File: src/rtl/ram_port_arbiter.sv
// ram_port_arbiter
// Shares one 64-bit single-port SRAM between g_nports bridge ports.
// Arbitration is round-robin. The current owner may keep the grant for up to
// g_max_burst consecutive cycles while another port is requesting. With no
// competing request it keeps the grant indefinitely.
// The granted port's access is muxed onto the SRAM combinationally. A read
// issued in cycle n is flagged back to its port in cycle n+1.
//
// Ports
//   clk, rst           clock, synchronous active-high reset
//   req                per-port request
//   gnt                one-hot grant (combinational, zero while rst)
//   port_cs/asel       per-port chip select / held-access select
//   port_a0/a1         per-port word addresses, port i at [i*(AW-3) +: AW-3]
//   port_we0/we1       per-port byte enables, port i at [i*8 +: 8]
//   port_rdata         SRAM read word, broadcast to all ports
//   port_rvalid        one-hot read-return strobe
//   sram_cs/a/we       SRAM access, driven by the granted port
//   sram_rdata         SRAM read data, valid the cycle after a read
module ram_port_arbiter #(
  parameter int g_addr_width = 15,
  parameter int g_nports     = 2,
  parameter int g_max_burst  = 4
) (
  input  logic                                clk,
  input  logic                                rst,
  input  logic [g_nports-1:0]                 req,
  output logic [g_nports-1:0]                 gnt,
  input  logic [g_nports-1:0]                 port_cs,
  input  logic [g_nports-1:0]                 port_asel,
  input  logic [g_nports*(g_addr_width-3)-1:0] port_a0,
  input  logic [g_nports*(g_addr_width-3)-1:0] port_a1,
  input  logic [g_nports*8-1:0]               port_we0,
  input  logic [g_nports*8-1:0]               port_we1,
  output logic [63:0]                         port_rdata,
  output logic [g_nports-1:0]                 port_rvalid,
  output logic                                sram_cs,
  output logic [g_addr_width-4:0]             sram_a,
  output logic [7:0]                          sram_we,
  input  logic [63:0]                         sram_rdata
);

  localparam int WA = g_addr_width - 3;
  localparam int IW = (g_nports > 2) ? 2 : 1;
  localparam logic [3:0] MAXB = 4'(g_max_burst);

  logic [g_nports-1:0] ptr;
  logic [IW-1:0]       owner;
  logic                owner_vld;
  logic [3:0]          bcnt;
  logic [g_nports-1:0] rd_sel;

  logic [IW-1:0]       pidx;
  logic [IW-1:0]       scan_idx;
  logic                scan_found;
  logic [g_nports-1:0] others;
  logic                hold;
  logic [IW-1:0]       gidx;
  logic                gany;
  logic [g_nports-1:0] gnt_oh;

  // Binary index of the one-hot priority pointer.
  always_comb begin
    pidx = '0;
    for (int i = 0; i < g_nports; i++) begin
      pidx = ptr[i] ? IW'(i) : pidx;
    end
  end

  // First requester at or after ptr, wrapping around.
  always_comb begin
    logic [IW:0] jw;
    scan_found = 1'b0;
    scan_idx   = '0;
    jw         = '0;
    for (int i = 0; i < g_nports; i++) begin
      jw = {1'b0, pidx} + (IW+1)'(i);
      if (jw >= (IW+1)'(g_nports)) begin
        jw = jw - (IW+1)'(g_nports);
      end else begin
        jw = jw;
      end
      if (!scan_found && req[jw[IW-1:0]]) begin
        scan_found = 1'b1;
        scan_idx   = jw[IW-1:0];
      end else begin
        scan_found = scan_found;
      end
    end
  end

  // Grant selection: the owner holds unless its burst is used up and someone else waits.
  always_comb begin
    others = req & ~(g_nports'(1) << owner);
    hold   = owner_vld && req[owner] && ((bcnt < MAXB) || (others == '0));
    gidx   = hold ? owner : scan_idx;
    gany   = !rst && (hold || scan_found);
    gnt_oh = g_nports'(1) << gidx;
    gnt    = gany ? gnt_oh : '0;
  end

  // SRAM access mux from the granted port.
  always_comb begin
    sram_cs = 1'b0;
    sram_a  = '0;
    sram_we = 8'h00;
    if (gany) begin
      sram_cs = port_cs[gidx];
      sram_a  = port_asel[gidx] ? port_a1[int'(gidx)*WA +: WA]
                                : port_a0[int'(gidx)*WA +: WA];
      if (port_cs[gidx]) begin
        sram_we = port_asel[gidx] ? port_we1[int'(gidx)*8 +: 8]
                                  : port_we0[int'(gidx)*8 +: 8];
      end else begin
        sram_we = 8'h00;
      end
    end else begin
      sram_cs = 1'b0;
    end
  end

  // Read return is gated during reset so a pending return never escapes.
  always_comb begin
    port_rvalid = rst ? '0 : rd_sel;
    port_rdata  = sram_rdata;
  end

  // Ownership, burst count, priority pointer and read-return select.
  // A grant to a port that is not the valid owner (including re-grant after an
  // idle cycle) starts a new burst and moves the pointer past that port.
  always_ff @(posedge clk) begin
    if (rst) begin
      ptr       <= g_nports'(1);
      owner     <= '0;
      owner_vld <= 1'b0;
      bcnt      <= 4'd0;
      rd_sel    <= '0;
    end else begin
      if (gany) begin
        if (owner_vld && (gidx == owner)) begin
          bcnt <= (bcnt == 4'd15) ? 4'd15 : bcnt + 4'd1;
        end else begin
          owner     <= gidx;
          owner_vld <= 1'b1;
          bcnt      <= 4'd1;
          ptr       <= {gnt_oh[g_nports-2:0], gnt_oh[g_nports-1]};
        end
      end else begin
        owner_vld <= 1'b0;
        bcnt      <= 4'd0;
      end
      rd_sel <= (gany && sram_cs && (sram_we == 8'h00)) ? gnt : '0;
    end
  end

endmodule
File: config.mk
export PLATFORM = sky130hd
export DESIGN_NAME = ram_port_arbiter
export DESIGN_NICKNAME = d
export VERILOG_FILES = /design/src/rtl/ram_port_arbiter.sv
export SDC_FILE = /design/constraint.sdc
export NUM_CORES = 1
export LEC_CHECK = 0
export ABC_AREA = 1
export BUFFER_PORTS_ARGS = -buffer_cell sky130_fd_sc_hd__buf_2
export CORE_AREA = 5 5 91 93
export DETAILED_ROUTE_END_ITERATION = 12
export DIE_AREA = 0 0 96 98
export GPL_ROUTABILITY_DRIVEN = 0
export PLACE_DENSITY = 0.66
export SETUP_SLACK_MARGIN = 0.2
export SLEW_MARGIN = 20
export SYNTH_ARGS = -nofsm -noshare
export SYNTH_HDL_FRONTEND = slang
export SYNTH_SLANG_ARGS = --single-unit
File: constraint.sdc
create_clock -name clk -period 1.9 [get_ports clk]
set_input_delay 0 -clock clk [delete_from_list [all_inputs] [get_ports clk]]
set_output_delay 0 -clock clk [all_outputs]
set_load 0.1 [all_outputs]
Word-level counts from Yosys, hierarchy flattened:

Cells that the tools add are included.

* add/subtract/negate cells: 4
* multiply operators: 1
* divide/modulo/power cells: 0
* order comparisons: 7
* equal/unequal tests: 2
* shift-type cells: 6
* mux-type cells: 28
* bitwise logic cells: 5
* reductions and logical operators: 17

Operator list (count)
* $shiftx 16x5->8: 2
* $shiftx 24x32->12: 1
* $mux 12: 2
* $mux 8: 3
* $shiftx 24x6->12: 1
* $mux 1: 20
* $logic_not 8->1: 1
* $lt 1x2->1 const B: 4
* $logic_and 1x1->1: 7
* $add 4x1->4 const B: 1
* $eq 4x4->1 const B: 1
* $lt 4x3->1 const B: 1
* $mux 2: 2
* $mux 4: 1
* $reduce_or 2->1: 2
* $shl 1x1->2 const A: 2
* $mul 1x2->3 const B: 1
* $not 1->1: 3
* $reduce_or 3->1: 1
* $add 1x1->2 const B: 1
* $and 2x2->2: 1
* $ge 1x2->1 const B: 1
* $ge 2x2->1 const B: 1
* $logic_not 1->1: 2
* 6 further kinds: 8

* register bits: 10
* latch bits: 0
* bits in writable memories: 0
* memory bits (read-only): 0
* memories kept: 0

Longest topological paths before layout:

* depth in word-level cells: 19
* depth in mapped cells: 17
* depth with buffers taken out: 17

Worst setup path after synthesis:

No wires, ideal clock.

* path type: register to output
* from: register owner
* to: output port sram_a[10]
* data arrival time: 3.306 ns
* data required time: 1.900 ns
* path slack: -1.406 ns
* stages on the path, launching flop included: 13
* path buffers: 3
* path through: dfxtp_1 > buf_6 > nand2_1 > nand2_2 > nor2_4 > nand2_2 > nand2_1 > nand2_2 > buf_6 > nor2_2 > buf_2 > o21ai_0 > o22ai_1

* longest elaborated chain between the ends: 11
* elaborated cells between the ends (all ways): 19

RTL lines
* from (decl): line 48 `logic [IW-1:0] owner;`
* from (signal assigned): line 143 `owner <= gidx;`
* $shl 1x1->2: line 94 `others = req & ~(g_nports'(1) << owner);`
* $not 2->2: line 94
* $and 2x2->2: line 94
* $logic_not 2->1: line 95 `hold = owner_vld && req[owner] && ((bcnt < MAXB) || (others == '0));`
* $logic_or 1x1->1: line 95
* $logic_and 1x1->1: line 95
* $mux 1: line 96 `gidx = hold ? owner : scan_idx;`
* $mul 1x2->3 or $mux 1 (tied branches): line 109, 110
* $shiftx 24x6->12 (tied with other cells): line 110 `: port_a0[int'(gidx)*WA +: WA];`
* $mux 12: line 109 `sram_a = port_asel[gidx] ? port_a1[int'(gidx)*WA +: WA]`
* $mux 12 (*): line 107 `if (gany) begin`
* to (decl): line 38 `output logic [g_addr_width-4:0] sram_a,`

Every way passes the cells marked *; elsewhere a longest branch is shown, timed or not. The select of a mux whose other input is x is not followed.

Worst setup path after layout:

* from: register owner
* to: output port sram_a[11]

Same word-level chain as after synthesis.

==> qor.csv <==
stage;metric;value;unit
critical_path;start_kind;flip-flop;
place;hpwl;5.76;mm
critical_path;crit_type;flip-flop to primary output;
pwr;comb_power_share;75.9;%
sta;clock_skew;0.00128;ns
pwr;power.density;562;nW/µm²
clock_network;clk_path_buf_depth;2;
critical_path;arrival;2.10;ns
final_layout;n_antenna_cell;0;
synthesis;yosysWarnings;0;
clock_network;holdBufCountCts;0;
sta;setup_viol;24;
place;pre_cts_ws;-0.0972;ns
critical_path;startpoint;owner$_SDFFE_PP0P_;
worst_hold_path;hold_path_end;port_rdata[14];
routing;ant_nets;0;
floorplan;die_h;98;µm
final_layout;nets;542;
final_layout;syn2layout_area_growth;75.8;%
critical_path;crit_required;1.90;ns
critical_path;endpoint_kind;primary output;
clock_network;numCtsBuffers;3;
floorplan;io_pins;241;
sta;maxSlewViolCount;0;
critical_path;reg2reg_depth;17;
pwr;p_seq_share;11.3;%
clock_network;clk_latency;0.24;ns
pwr;switching_share;50.1;%
sta;relSlewSlack;67.6;%
synthesis;synth.distinct_cells;26;
worst_hold_path;hp-class;input port to primary output;
routing;via_count;2237;
synthesis;synth-main-ff-cell;dfxtp_1;
final_layout;finish.utilization;42.9;%
synthesis;synth_area_leaders;buf_4 27%, nand2_1 17%, dfxtp_1 9.9%, nor2_1 6.8%, o21ai_0 6.1%;
place;dp.cells;471;
global_route;track_usage;14.1;%
place;io_buffers;112;
sta;hold_viol_final;0;
global_route;grt_pass1_wl;10.5;mm
floorplan;die_x;96;µm
global_route;grt.overflow.total;0;
synthesis;ys_seq_area_share;9.91;%
synthesis;synth_edf_count;0;
synthesis;synthesis.instances;311;
sta;setup_tns;-3.49;ns
sta;rsz0062_at_grt;yes;
routing;via_per_inst;4.57;
clock_network;cts_num_sinks;9;
critical_path;r2r_end;rd_sel[1]$_SDFF_PP0_;
sta;fin_ws;-0.195;ns
sta;finalCritPeriodShare;110;%
synthesis;syn_area;1820;µm²
pwr;intPower;0.895;mW
sta;worst_pin_slew;0.489;ns
floorplan;initial_utilization;24.4;%
clock_network;cts_tree;built;
routing;first_iter_violations;64;
routing;drt_drc_violations_left;0;
critical_path;cp_max_fo;7;
synthesis;syn_nets;464;
critical_path;reg2reg_slack;-0.02;ns
worst_hold_path;min_from;sram_rdata[14];
synthesis;synth.top_cell.area_share;26.8;%
pwr;leakage;1.48;nW
worst_hold_path;min_path_cells;0;
global_route;grt_max_degree;25;
floorplan;fp.coreArea;7450;µm²
job;cap_viol_max_count;0;
routing;wl_per_cell;15.1;µm
final_layout;drive_gt1_share;58.8;%
synthesis;syn_avg_cell_area;5.85;µm²
pwr;finalPower;1.80;mW
pwr;ir_drop;159;µV
global_route;antenna_found_initial;0;
pwr;switching_power;0.900;mW
critical_path;rr_startpoint;owner$_SDFFE_PP0P_;
floorplan;dieArea;9410;µm²
clock_network;h-tree-depth;1;
routing;finalWirelength;7.40;mm
pwr;p_clk_share;12.7;%
clock_network;path_clk_slew;0.04;ns
global_route;grt_pass1_vias;2227;
run_status;status;finished with violations;
sta;fin_crit;2.10;ns
synthesis;yosysTopAreaCell;buf_4;
run_status;violations;setup timing;
final_layout;layoutNonFillerInstCount;490;
floorplan;rows;32;
routing;drtPass1Iterations;4;
clock_network;clk_root_buffer_cell;clkbuf_8;
synthesis;async_flop_share;0;%
synthesis;ys_ff_latch;9;
sta;fmaxAchievable;477;MHz
-- state kept, by name, summed over array words and instances, names as in the netlist --
name and cells:
ptr 1, rd_sel 2, owner_vld 1, owner 1, bcnt 4
-- per-stage QoR --
stage               hold WS, ns  instance area (µm²)
detailed placement     0.000681                 2730
global placement       0.000681                 2730
floorplan                0.0617                 2110
CTS                    0.000109                 3070
finish                0.0000386                 3200
global route           0.000143                 3200
-- cell usage after synthesis (all sizes together), types with 2 or more instances --
library cell	count
buf	73
o21ai	27
nand3	8
a211oi	3
a21oi	6
o22ai	12
inv	30
clkbuf	2
nand3b	11
dfxtp	9
nand2	88
nor2	38
-- timing repair --
action | CTS | global route
setup buffers | 11 | 2
gates resized for setup | 53 | 19
pin swaps | 15 | 9
endpoints found under the setup margin | 26 | 30
cloned | 1 | 1
-- routing by layer --
metal / wire (µm) / up-vias / GRT usage [%]
li1: - / 1077 / -
met1: 2560 / 1016 / 13.9
met3: 784 / 21 / 3.08
met2: 3800 / 123 / 26.9
met4: 251 / 0 / 6.67
met5: 0 / - / 0
-- how the worst max path moves through the flow --
stage            endpoint  slack, ns  depth (start not counted)
6_report       sram_a[11]      -0.20                         12
2_1_floorplan  sram_we[6]      -0.18                         12
5_1_grt        sram_we[4]      -0.31                         14
3_5_place_dp    sram_a[2]       -0.1                         11
4_1_cts        sram_we[4]      -0.14                         14
3_3_place_gp    sram_a[0]       0.06                         11
-- final cells by class --
class,instances,area (µm²)
repair buffers,148,1330
well taps,102,128
inverters,30,138
clock buffers,4,45.0
fillers,729,4250
multi-input cells,197,1380
flip-flops and latches,9,185
-- worst max-delay path, cell delays in order (launching register included) --
cell and delay (ns):
dfxtp_4 0.36, nand2_2 0.08, nand2_2 0.06, nor2_4 0.15
nand2_4 0.09, nand2_4 0.10, nand2_4 0.09, buf_6 0.13
nor2_4 0.15, buf_12 0.16, o21ai_1 0.10, o22ai_4 0.18
buf_12 0.19
-- cells in the final DEF, fill, tap and decap left out, types with 7 or more instances in the layout --
cell,n
nand2_4,7
buf_2,89
inv_1,22
buf_6,13
dfxtp_1,7
nor2_1,29
nand3b_1,11
nand2_2,10
nand2_1,70
buf_4,16
buf_12,28
o22ai_4,12
o21ai_2,16
-- cells by family after synthesis --
logic type | count (synthesis) | synth area share [%]
and+or+nand+nor | 147 | 37.3
buffers and inverters | 105 | 36.7
AOI/OAI and AO/OA | 49 | 15.4
DFF | 9 | 9.91
adders and majority gates | 1 | 0.688
-- power groups by stage --
| stage | Sequential (mW) | Clock [mW] | Combinational (mW) |
|---|---|---|---|
| floorplan | 0.204 | 0 | 1.41 |
| global placement | 0.206 | 0 | 1.17 |
| detailed placement | 0.207 | 0 | 1.19 |
| CTS | 0.203 | 0.234 | 1.31 |
| global route | 0.203 | 0.244 | 1.44 |
| finish | 0.203 | 0.229 | 1.36 |
(Power assumes the default switching activity.)
